`config.mk`:
```
export PLATFORM = sky130hd
export DESIGN_NAME = vend_credit_ctrl
export DESIGN_NICKNAME = d
export VERILOG_FILES = /design/src/rtl/vend_credit_ctrl.sv
export SDC_FILE = /design/constraint.sdc
export NUM_CORES = 1
export LEC_CHECK = 0
export ABC_AREA = 1
export BUFFER_PORTS_ARGS = -buffer_cell sky130_fd_sc_hd__buf_2
export CAP_MARGIN = 20
export CELL_PAD_IN_SITES_DETAIL_PLACEMENT = 0
export CELL_PAD_IN_SITES_GLOBAL_PLACEMENT = 1
export CORE_MARGIN = 2
export CORE_UTILIZATION = 47
export CTS_BUF_LIST = sky130_fd_sc_hd__clkbuf_16
export DETAILED_ROUTE_END_ITERATION = 10
export PLACE_DENSITY = 0.9
export SYNTH_ARGS = -nofsm -noshare
export SYNTH_HDL_FRONTEND = slang
export SYNTH_SLANG_ARGS = --single-unit
```
`constraint.sdc`:
```
create_clock -name clk -period 10.7 [get_ports clk]
set_input_delay 2.14 -clock clk [delete_from_list [all_inputs] [get_ports clk]]
set_output_delay 2.14 -clock clk [all_outputs]
set_load 0.03 [all_outputs]
```
`src/rtl/vend_credit_ctrl.sv`:
```
`default_nettype none
// +--------------------------------------------------------------------------+
// | Module   : vend_credit_ctrl                                              |
// | Purpose  : Credit accumulator and vend/change controller downstream of   |
// |            the coin acceptor. Coins add to a saturating credit register, |
// |            an affordable purchase request produces a one-cycle vend      |
// |            strobe, and leftover credit is paid back as timed hopper      |
// |            pulses (one credit unit per pulse) after a vend or on refund. |
// | Ports    : clk          - system clock                                   |
// |            rst          - asynchronous reset, active low                 |
// |            coin_in      - coin value from acceptor, 0 = no coin          |
// |            vend_req     - purchase request level                         |
// |            refund_req   - refund request level                           |
// |            credit       - current credit                                 |
// |            vend         - one-cycle vend strobe                          |
// |            change_pulse - hopper drive, one pulse per unit returned      |
// |            busy         - high whenever the controller is not idle       |
// |            overflow     - sticky, a coin add saturated the credit        |
// | Revision : 1.0 - initial release                                         |
// +--------------------------------------------------------------------------+
module vend_credit_ctrl #(
  parameter int PRICE              = 10,
  parameter int CREDIT_W           = 8,
  parameter int CHANGE_HIGH_CYCLES = 2500,
  parameter int CHANGE_LOW_CYCLES  = 2500
) (
  input  logic                clk,
  input  logic                rst,
  input  logic [5:0]          coin_in,
  input  logic                vend_req,
  input  logic                refund_req,
  output logic [CREDIT_W-1:0] credit,
  output logic                vend,
  output logic                change_pulse,
  output logic                busy,
  output logic                overflow
);

  // Arithmetic is done wide enough for both the credit and the 6-bit coin,
  // plus one carry bit so saturation can be detected.
  localparam int C_SUM_W   = ((CREDIT_W > 6) ? CREDIT_W : 6) + 1;
  localparam int C_MAX_CYC = (CHANGE_HIGH_CYCLES > CHANGE_LOW_CYCLES) ?
                             CHANGE_HIGH_CYCLES : CHANGE_LOW_CYCLES;
  // Timer counts N-1 down to 0, so $clog2(N) bits are enough.
  localparam int C_TIMER_W = (C_MAX_CYC > 1) ? $clog2(C_MAX_CYC) : 1;

  localparam logic [C_SUM_W-1:0]   C_CREDIT_MAX = {{(C_SUM_W-CREDIT_W){1'b0}}, {CREDIT_W{1'b1}}};
  localparam logic [C_SUM_W-1:0]   C_PRICE_S    = C_SUM_W'(PRICE);
  localparam logic [CREDIT_W-1:0]  C_PRICE_C    = CREDIT_W'(PRICE);
  localparam logic [C_SUM_W-1:0]   C_ONE_S      = C_SUM_W'(1);
  localparam logic [C_TIMER_W-1:0] C_HIGH_LOAD  = C_TIMER_W'(CHANGE_HIGH_CYCLES - 1);
  localparam logic [C_TIMER_W-1:0] C_LOW_LOAD   = C_TIMER_W'(CHANGE_LOW_CYCLES - 1);

  typedef enum logic [1:0] {
    S_IDLE   = 2'd0,
    S_VEND   = 2'd1,
    S_CHG_HI = 2'd2,
    S_CHG_LO = 2'd3
  } state_t;

  state_t                state_q, state_d;
  logic [CREDIT_W-1:0]   credit_q, credit_d;
  logic                  overflow_q, overflow_d;
  logic [5:0]            coin_prev_q;
  logic                  vend_req_q;
  logic                  refund_req_q;
  logic [C_TIMER_W-1:0]  timer_q, timer_d;
  logic                  vend_strobe_q, vend_strobe_d;
  logic                  change_pulse_q, change_pulse_d;
  logic                  busy_q, busy_d;

  logic                  coin_event;
  logic                  vend_edge;
  logic                  refund_edge;
  logic                  timer_done;
  logic                  vend_take;
  logic [C_SUM_W-1:0]    coin_add;
  logic [C_SUM_W-1:0]    dec;
  logic [C_SUM_W-1:0]    sum;

  always_comb begin
    coin_event  = (coin_in != 6'd0) && (coin_prev_q == 6'd0);
    vend_edge   = vend_req & ~vend_req_q;
    refund_edge = refund_req & ~refund_req_q;
    timer_done  = (timer_q == '0);
    vend_take   = (state_q == S_IDLE) && vend_edge && (credit_q >= C_PRICE_C);

    // Decrement sources are mutually exclusive by state.
    dec = '0;
    if (vend_take) begin
      dec = C_PRICE_S;
    end else if ((state_q == S_CHG_HI) && timer_done) begin
      dec = C_ONE_S;
    end

    coin_add = coin_event ? C_SUM_W'(coin_in) : '0;
    // Cannot underflow: a decrement only happens when credit covers it.
    sum      = C_SUM_W'(credit_q) + coin_add - dec;

    overflow_d = overflow_q;
    if (sum > C_CREDIT_MAX) begin
      credit_d   = {CREDIT_W{1'b1}};
      overflow_d = 1'b1;
    end else begin
      credit_d   = sum[CREDIT_W-1:0];
    end

    state_d = state_q;
    timer_d = timer_q;
    case (state_q)
      S_IDLE: begin
        // A vend edge without enough credit falls through to the refund check.
        if (vend_take) begin
          state_d = S_VEND;
        end else if (refund_edge && (credit_q != '0)) begin
          state_d = S_CHG_HI;
          timer_d = C_HIGH_LOAD;
        end
      end
      S_VEND: begin
        // credit_d includes any coin accepted in this cycle.
        if (credit_d != '0) begin
          state_d = S_CHG_HI;
          timer_d = C_HIGH_LOAD;
        end else begin
          state_d = S_IDLE;
        end
      end
      S_CHG_HI: begin
        if (timer_done) begin
          state_d = S_CHG_LO;
          timer_d = C_LOW_LOAD;
        end else begin
          timer_d = timer_q - 1'b1;
        end
      end
      S_CHG_LO: begin
        if (timer_done) begin
          if (credit_d != '0) begin
            state_d = S_CHG_HI;
            timer_d = C_HIGH_LOAD;
          end else begin
            state_d = S_IDLE;
          end
        end else begin
          timer_d = timer_q - 1'b1;
        end
      end
      default: begin
        state_d = S_IDLE;
        timer_d = '0;
      end
    endcase

    // Outputs are registered copies of the next-state decode so they line up
    // with the state they describe.
    vend_strobe_d  = (state_d == S_VEND);
    change_pulse_d = (state_d == S_CHG_HI);
    busy_d         = (state_d != S_IDLE);
  end

  always_ff @(posedge clk or negedge rst) begin
    if (!rst) begin
      state_q        <= S_IDLE;
      credit_q       <= '0;
      overflow_q     <= 1'b0;
      coin_prev_q    <= 6'd0;
      vend_req_q     <= 1'b0;
      refund_req_q   <= 1'b0;
      timer_q        <= '0;
      vend_strobe_q  <= 1'b0;
      change_pulse_q <= 1'b0;
      busy_q         <= 1'b0;
    end else begin
      state_q        <= state_d;
      credit_q       <= credit_d;
      overflow_q     <= overflow_d;
      coin_prev_q    <= coin_in;
      vend_req_q     <= vend_req;
      refund_req_q   <= refund_req;
      timer_q        <= timer_d;
      vend_strobe_q  <= vend_strobe_d;
      change_pulse_q <= change_pulse_d;
      busy_q         <= busy_d;
    end
  end

  assign credit       = credit_q;
  assign vend         = vend_strobe_q;
  assign change_pulse = change_pulse_q;
  assign busy         = busy_q;
  assign overflow     = overflow_q;

endmodule
`default_nettype wire

```
==> results.md <==
* Wire per inst at 12.4 um
* Worst Setup SP: coin_in[1]
* Max-slew violations at 0
* Final hold vios at 0
* CP dominant cell by count: nand2_4
* Core area at 0.00472 sq mm
* CP Launch Type: primary input
* Router iterations before antenna repair at 4
* WP data arrival at 5290 ps
* Worst Path Required at 10870 ps
* Largest net degree at the start of global routing at 35
* Cell area after placement at 0.00248 sq mm
* Chip width at 73.8 um
* Top cells by area, synth: dfrtp_1 (37%), nand2_1 (12%), inv_1 (9.7%), ha_1 (8.7%), nand3_1 (4.8%)
* Routed Antenna Nets at 0
* Final #Nets at 354
* Static Leakage at 1.40 nW
* Largest area contributor in the netlist: dfrtp_1
* First-pass GRT wire length at 8540 um
* Slew @ Worst Pin at 736 ps
* Worst Hold Class: flip-flop to flip-flop
* Critical-path cell list: buf_2 > nor4_1 > a2111oi_2 > nand2_1 > fa_1 > inv_1 > fa_1 > nand2_2 > nand2_2 > nand4_2 > nand3_1 > nand2_4 > nand2_4 > nor2_8 > nand2_4 > nand2_4 > inv_2 > or2_1
* Synth warnings at 0
* Crit Path Class: primary input to flip-flop
* Worst-path clk slew at 50 ps
* RSZ-0062 raised after global routing: false
* Die area at 0.00545 sq mm
* N_diodes at 0
* TritonCTS Buffers at 5
* Final Cell Area at 0.00262 sq mm
* Clock Path Buffers at 2
* Pwr Density at 198 mW/mm^2
* Sink Count at 34
* Avg Inst Size Synth at 7.72 sq um
* Top Ports at 22
* Setup violators final at 0
* CP Capture Point: busy
* Fin cells at 393
* Slew headroom at 51.0%
* Area delta synth->final at 14.4%
* Via Count at 1910
* DRT Wirelength at 4860 um
* TritonCTS clock tree: yes
* Port bufs at 21
* Cells after DPL at 385
* # Max-Cap Violations at 0
* Commonest non-fill, non-tap cells in the layout: nand2_1 (71), inv_1 (59), dfrtp_1 (34)
* Max FO, Critical Path at 9
* Crit-path slowest cell: a2111oi_2
* Row cnt at 25
* Die Y at 73.8 um
* Clk_skew at 6.52 ps
* Synth unique cells at 36
* FMAX at 0.195 GHz
* Worst r2r dst: busy
* Starting DRT DRC Count at 109
* Worst r2r src: coin_prev_q[1]
* R2R depth at 17
* Vias/cell at 4.86
* Global-route usage over all layers at 20.8%
* Layout cell share with drive strength beyond 1 at 15.3%
* H-tree depth at 2
* Crit path largest cell delay at 610 ps
* Vias in the first global route at 1862
* Crit share post-route at 47.9%
* FF-to-FF setup slack at 6830 ps
* Initial antenna violation count at 0
* Commonest non-fill, non-tap cell in the layout: nand2_1
* Initial core utilization at 48.5%
* Dpl hpwl at 3850 um
* GRT overflow at 0
* DRC at 0
* Tmin final at 5120 ps
* Post-synthesis net count at 326
* Cts hold-fix bufs at 0
* Peak VDD IR at 0.117 mV
* Worst-skew pair later-pin latency at 280 ps
* Synth top area share at 37.1%
* Sequential share of the synthesized area at 37.1%
* Resize count post-CTS at 0
* Asr flop ratio synth at 100%
* Placer Congestion at 0.882
* Outcome: complete, no violations
* Top_reg_cell synth: dfrtp_1
* Fin util at 55.5%
* Post-Syn Area at 0.00229 sq mm
* Fin Setup TNS at 0 ps
* EDFF count, synth at 0
* CP Capture Type: flip-flop
* Clock Root Buffer: clkbuf_16
* #FFs+latches synth at 34
* Setup Buffers After CTS at 0
* Post-Syn Instances at 297
## worst max-delay path: cells and delay by family
kind                       cells  cell delay [ps]
and+or+nand+nor               12             1360
adders and majority gates      2              960
AOI/OAI and AO/OA              1              610
buffers and inverters          3              230
## Yosys cell counts (all sizes together), types with 2 or more instances
cell and n:
dfrtp 34, nand4 7, ha 16, nand3 23, nand2 78, fa 3, xnor2 2, inv 63
xor2 3, nor4 2, o21ai 10, nor3 4, a21oi 9, nand3b 2, o211ai 2, nor2 30
## report_power, final
part           switching, mW  internal [mW]  total, mW
Combinational          0.158         0.0730      0.231
Clock                 0.0551         0.0849      0.140
Sequential           0.00757          0.140      0.147
Total                  0.221          0.297      0.518
## cells by family after synthesis
kind of cell               after synthesis  share of synthesized area [%]
DFF                                     34                           37.1
and+or+nand+nor                        148                           31.9
AOI/OAI and AO/OA                       27                           7.26
adders and majority gates               19                           11.4
xor gates and xnor gates                 5                           1.91
buffers and inverters                   64                           10.5
## stage by stage
stage	hold slack [ps]	total power, mW	setup WS, ps
2_1_floorplan	518	0.333	5680
3_3_place_gp	446	0.382	5360
3_5_place_dp	454	0.383	5290
4_1_cts	470	0.522	5580
5_1_grt	502	0.562	5330
6_report	473	0.518	5580
## sequential cells by signal (all words and copies together) (netlist names), 2 cells and up
signal	count
timer_q	12
credit	8
state_q	2
coin_prev_q	6
## cell type report
type                       instances  area (sq um)
clock buffer                       5           125
clock inverter                     3          16.3
fill                             450          2100
inverter                          64           240
multi-input combinational        199          1200
sequential                        34           851
tap                               67          83.8
timing repair buffer              21           105
## routing by layer
layer | GRT usage, % | part of all wire (%) | vias up
met4 | 8.89 | 1.9 | 0
met5 | 0 | 0 | -
met2 | 34.8 | 49 | 23
met3 | 3.84 | 2.3 | 7
li1 | - | - | 996
met1 | 26.1 | 47 | 884
## how the worst min path moves through the flow
stage	from	to	depth (start not counted)	slack (ps)
after global routing	overflow	overflow	2	500
after floorplan	timer_q[8]	timer_q[8]	2	520
after CTS	overflow	overflow	2	470
after global placement	overflow	overflow	2	450
after detailed placement	overflow	overflow	2	450
final	overflow	overflow	2	470
(Power assumes the default switching activity.)
